===== src/rtl/control_botones.sv =====
// Pushbutton conditioner: per-button synchronize, debounce and arm, then
// derive one-cycle action pulses plus the test / acelerar level toggles.

module control_botones_lane #(
    parameter int DEB_CYCLES = 50000
) (
    input  logic clk,
    input  logic rst,
    input  logic primed_i,
    input  logic btn_n_i,
    output logic pressed_o,
    output logic armed_o,
    output logic press_o
);
    localparam int CW = (DEB_CYCLES > 2) ? $clog2(DEB_CYCLES) : 1;
    localparam logic [CW-1:0] C_LAST = CW'(DEB_CYCLES - 1);

    logic [1:0]    sync_q;
    logic          s;
    logic          d_q, d_d;
    logic          dp_q;
    logic          a_q, a_d;
    logic [CW-1:0] c_q, c_d;

    assign s = sync_q[1];

    always_comb begin
        d_d = d_q;
        c_d = '0;
        if (s != d_q) begin
            if (c_q == C_LAST) begin
                d_d = s;
                c_d = '0;
            end else begin
                c_d = c_q + 1'b1;
            end
        end
    end

    // Arming waits until the synchronizer holds real samples, otherwise its
    // reset value would arm a button that is being held through reset.
    assign a_d = a_q | (primed_i & s);

    always_ff @(posedge clk or negedge rst) begin
        if (!rst) begin
            sync_q <= 2'b11;
            d_q    <= 1'b1;
            dp_q   <= 1'b1;
            c_q    <= '0;
            a_q    <= 1'b0;
        end else begin
            sync_q <= {sync_q[0], btn_n_i};
            d_q    <= d_d;
            dp_q   <= d_q;
            c_q    <= c_d;
            a_q    <= a_d;
        end
    end

    assign pressed_o = ~d_q;
    assign armed_o   = a_q;
    assign press_o   = a_q & dp_q & ~d_q;
endmodule

module control_botones #(
    parameter int DEB_CYCLES  = 50000,
    parameter int LONG_CYCLES = 250000000
) (
    input  logic clk,
    input  logic rst,
    input  logic btn_comer_n,
    input  logic btn_jugar_n,
    input  logic btn_descansar_n,
    input  logic btn_test_n,
    input  logic btn_acel_n,
    output logic comer,
    output logic jugar,
    output logic descansar,
    output logic test,
    output logic acelerar
);
    localparam int NB  = 5;
    localparam int B_C = 0;
    localparam int B_J = 1;
    localparam int B_D = 2;
    localparam int B_T = 3;
    localparam int B_A = 4;
    localparam int HW  = $clog2(LONG_CYCLES + 1);
    localparam logic [HW-1:0] H_LAST = HW'(LONG_CYCLES - 1);

    logic [NB-1:0] btn_n, pressed, armed, press;
    logic [1:0]    prime_q;
    logic          comer_q, comer_d, jugar_q, jugar_d, desc_q, desc_d;
    logic          test_q, test_d, acel_q, acel_d, fired_q, fired_d;
    logic [HW-1:0] h_q, h_d;

    assign btn_n = {btn_acel_n, btn_test_n, btn_descansar_n, btn_jugar_n, btn_comer_n};

    for (genvar i = 0; i < NB; i++) begin : g_lane
        control_botones_lane #(.DEB_CYCLES(DEB_CYCLES)) u_lane (
            .clk       (clk),
            .rst       (rst),
            .primed_i  (prime_q[1]),
            .btn_n_i   (btn_n[i]),
            .pressed_o (pressed[i]),
            .armed_o   (armed[i]),
            .press_o   (press[i])
        );
    end

    always_comb begin
        comer_d = press[B_C];
        jugar_d = press[B_J] & ~press[B_C];
        desc_d  = press[B_D] & ~press[B_J] & ~press[B_C];
        acel_d  = acel_q ^ press[B_A];
        test_d  = test_q;
        h_d     = h_q;
        fired_d = fired_q;
        // h saturates; fired_q keeps a long hold from toggling more than once.
        if (pressed[B_T] && armed[B_T]) begin
            if (h_q != H_LAST) begin
                h_d = h_q + 1'b1;
            end else if (!fired_q) begin
                test_d  = ~test_q;
                fired_d = 1'b1;
            end
        end else if (!pressed[B_T]) begin
            h_d     = '0;
            fired_d = 1'b0;
        end
    end

    always_ff @(posedge clk or negedge rst) begin
        if (!rst) begin
            prime_q <= 2'b00;
            comer_q <= 1'b0;
            jugar_q <= 1'b0;
            desc_q  <= 1'b0;
            test_q  <= 1'b0;
            acel_q  <= 1'b0;
            fired_q <= 1'b0;
            h_q     <= '0;
        end else begin
            prime_q <= {prime_q[0], 1'b1};
            comer_q <= comer_d;
            jugar_q <= jugar_d;
            desc_q  <= desc_d;
            test_q  <= test_d;
            acel_q  <= acel_d;
            fired_q <= fired_d;
            h_q     <= h_d;
        end
    end

    assign comer     = comer_q;
    assign jugar     = jugar_q;
    assign descansar = desc_q;
    assign test      = test_q;
    assign acelerar  = acel_q;
endmodule


===== config.mk =====
export PLATFORM = sky130hd
export DESIGN_NAME = control_botones
export DESIGN_NICKNAME = d
export VERILOG_FILES = /design/src/rtl/control_botones.sv
export SDC_FILE = /design/constraint.sdc
export NUM_CORES = 1
export LEC_CHECK = 0
export ABC_CLOCK_PERIOD_IN_PS = 2600
export BUFFER_PORTS_ARGS = -buffer_cell sky130_fd_sc_hd__buf_2
export CAP_MARGIN = 20
export CORE_MARGIN = 4
export CORE_UTILIZATION = 62
export DETAILED_ROUTE_END_ITERATION = 8
export PLACE_DENSITY = 0.77
export SETUP_SLACK_MARGIN = 0.02
export SKIP_LAST_GASP = 1
export SYNTH_ARGS = -nofsm -noshare
export SYNTH_HDL_FRONTEND = slang
export SYNTH_SLANG_ARGS = --single-unit
export TNS_END_PERCENT = 20

===== constraint.sdc =====
create_clock -name clk -period 2.6 [get_ports clk]
set_input_delay 0.26 -clock clk [delete_from_list [all_inputs] [get_ports clk]]
set_output_delay 0.26 -clock clk [all_outputs]
set_load 0.005 [all_outputs]

==> reports/results.ini <==
[timing]
rsz0062_at_grt=no
fin_crit_ns=2.20
finClkSkew_ns=0.00506
hold_ws_ns=0.296
setup_viol=0
max_slew_margin=0.604
drv_slew=0
fin_tns_setup_ns=0
finalCritPeriodShare=0.846
worst_slew_pin_slew_ns=0.591
hold_violations=0
maxClockFrequency_mhz=455

[clock_tree]
clockBufferDepth=2
cts_root_buf=clkbuf_8
cts_buffers=17
cts_max_level=4
clkLatencyLatePin_ns=0.53
cts_tree=done
clkSlewWorstSetupHoldPaths_ns=0.06
clkSinkCount=140

[placement]
gp_congestion=0.830
portBuffers=11
dpl.hpwl_mm=7.12

[final_layout]
syn2layout_area_growth_pct=13.3
fillers=687
multiInputGateArea_sq_um=2650
nets=644
diodes=0
area.sequential_sq_um=3530
drive_gt1_frac=0.126
utilization=0.728

[route]
wl_per_cell_um=14.6
drc=0
wl_mm=11.3
num_vias=4388
viasPerCell=5.65
ant_nets=0
dr.pass1.iters=5
dr.first_iter.drc_count=283

[critical_path]
cp_cell_sequence=nand4_1, or4_4, or3_4, or4_1, a21oi_1
start_kind=flip-flop
critPathRequiredTime_ns=3.05
crit_path_max_incr_delay_ns=0.48
cp-end-kind=flip-flop
path_class=reg -> reg
crit_path_top_delay_cell=or4_1
cp_max_fo=6
arrival_ns=2.65

[synthesis]
synth_edf_count=0
syn_area_sq_um=6310
synthXorXnorAreaFrac=0.126
synth_top_family_by_area=simple AND/OR/NAND/NOR gates
synth_fa_ha_area_frac=0.0119
synth_mux_area_frac=0.0105
synth_flop_cell=dfrtp_1
synth.distinct_cells=39
synth_compound_area_frac=0.0310
ys_seq_area_frac=0.559
syn_nets=622
ys_warn_count=0
synthArstFlopShare=1.00
syn_avg_cell_area_sq_um=10.4
syn_inst=609
synthSimpleGateAreaFrac=0.239
ys_ff_latch=140

[global_route]
grt_max_degree=66
grt_pass1_vias=4443
grtUsageTotal=0.221
grt_pass1_wl_mm=20.5
antenna_found_initial=0
grt_overflow_total=0

[floorplan]
die_h_um=109
die_area_sq_um=11800
core_sq_um=9820
start_util=0.642
ioPinCount=12
rows=36
die_w_um=109

[hold_path]
hold_class=in -> async

[status]
outcome=finished, final reports clean

[pwr]
powerDensity_nw_per_um2=703
p_leak_nw=3.09
ir_worst_vdd_mv=0.791

[run]
cap_violations=0

==> worst paths after layout <==
path,start,to,slack [ns],cells past startpoint
worst min-delay path,rst,g_lane[1].u_lane.c_q[6],0.30,2
max in group asynchronous,rst,g_lane[1].u_lane.dp_q,1.45,3
worst max register to register,h_q[17],h_q[27],0.40,5
worst max-delay path,h_q[17],h_q[27],0.40,5
worst min register to register,g_lane[3].u_lane.sync_q[0],g_lane[3].u_lane.sync_q[1],0.36,0
min in group clk,g_lane[3].u_lane.sync_q[0],g_lane[3].u_lane.sync_q[1],0.36,0
==> repair_timing <==
action	CTS	global route
gates resized for setup	0	0
setup buffers	0	0
hold endpoints to repair	62	0
hold buffers	6	0
==> where the power goes <==
group          leakage, nW  internal [W]  total (W)  switching [W]
Combinational        0.964      0.000106   0.000262       0.000156
Clock                0.298       0.00153    0.00241       0.000874
Sequential            1.83       0.00227    0.00235      0.0000815
==> worst max-delay path, delay by kind of cell (launching register included) <==
family	cells	cell delay, ns
and+or+nand+nor	4	1.52
AOI/OAI and AO/OA	1	0.15
DFF	1	0.45
==> routing by layer <==
layer / GRT usage / up-vias / part of all wire
li1: - / 2122 / -
met1: 0.283 / 2182 / 0.45
met2: 0.360 / 71 / 0.50
met3: 0.0645 / 13 / 0.035
met4: 0.0794 / 0 / 0.013
met5: 0 / - / 0
==> final cells by class <==
class                   count  share of cell area
well taps                 133              0.0233
clock inverters            11              0.0196
clock buffers              21              0.0643
inverters                  12             0.00630
flip-flops and latches    140               0.494
multi-input cells         439               0.370
repair buffers             21              0.0229
==> state kept, by name, indices dropped and copies added, names as in the netlist <==
signal	cells
g_lane.u_lane.armed_o	5
descansar	1
test	1
g_lane.u_lane.sync_q	10
comer	1
g_lane.u_lane.d_q	5
acelerar	1
g_lane.u_lane.dp_q	4
g_lane.u_lane.c_q	80
h_q	28
fired_q	1
jugar	1
prime_q	2
==> metrics by stage <==
| stage | cells | worst slack, ns | area (sq um) | power [W] |
|---|---|---|---|---|
| after global routing | 777 | 0.312 | 7150 | 0.00523 |
| after floorplan | 609 | 0.550 | 6310 | 0.00253 |
| after global placement | 739 | 0.509 | 6490 | 0.00262 |
| after CTS | 777 | 0.417 | 7150 | 0.00508 |
| after detailed placement | 739 | 0.424 | 6490 | 0.00264 |
| final | 777 | 0.401 | 7150 | 0.00502 |
==> placed cells by master (no fill, tap or decap), drive strengths merged <==
cell type / n
nor2b: 4
nand2: 39
buf: 15
nor4b: 7
a21oi: 11
o21ai: 7
bufinv: 3
o31a: 1
dlygate4sd3: 6
nand4: 19
a41oi: 1
nor3: 24
mux2: 5
ha: 6
and3: 27
inv: 13
or3: 7
clkinvlp: 1
and4: 8
conb: 1
clkbuf: 21
nor2: 117
dfstp: 19
xnor2: 59
dfrtp: 121
nand3: 38
a21o: 5
clkinv: 6
o31ai: 6
or4: 7
nor4bb: 1
nor4: 6
xor2: 32
mux2i: 1
==> cell usage after synthesis (3+ instances only) <==
cell type  number  area share
nand3_1        37       0.029
and4_1          7      0.0097
xnor2_1        59       0.082
nand4_1        19       0.019
dfstp_2        19       0.079
o31ai_1         5      0.0060
and3_1         25       0.025
a21o_1          5      0.0060
nor2b_1         4      0.0040
inv_1          12      0.0071
nand2_1        38       0.023
dfrtp_1       121        0.48
ha_1            6       0.012
nor4b_1         7      0.0097
mux2_2          5      0.0089
nor3_1         24       0.019
or3_1           3      0.0030
nor4_1          6      0.0060
or4_1           6      0.0071
or3_2           3      0.0036
o21ai_0         7      0.0056
nor2_1        117       0.070
xor2_1         32       0.044
a21oi_1        11      0.0087
clkbuf_1       15      0.0089
==> kinds of logic (layout without fill, tap and decap cells) <==
group	Yosys count	after routing
xor+xnor	91	91
flops	140	140
other cells	1	1
buf+inv	30	65
simple gates	304	304
mux	6	6
compound gates	31	31
fa+ha+maj	6	6
No activity file was read; power rests on OpenSTA's default activity.
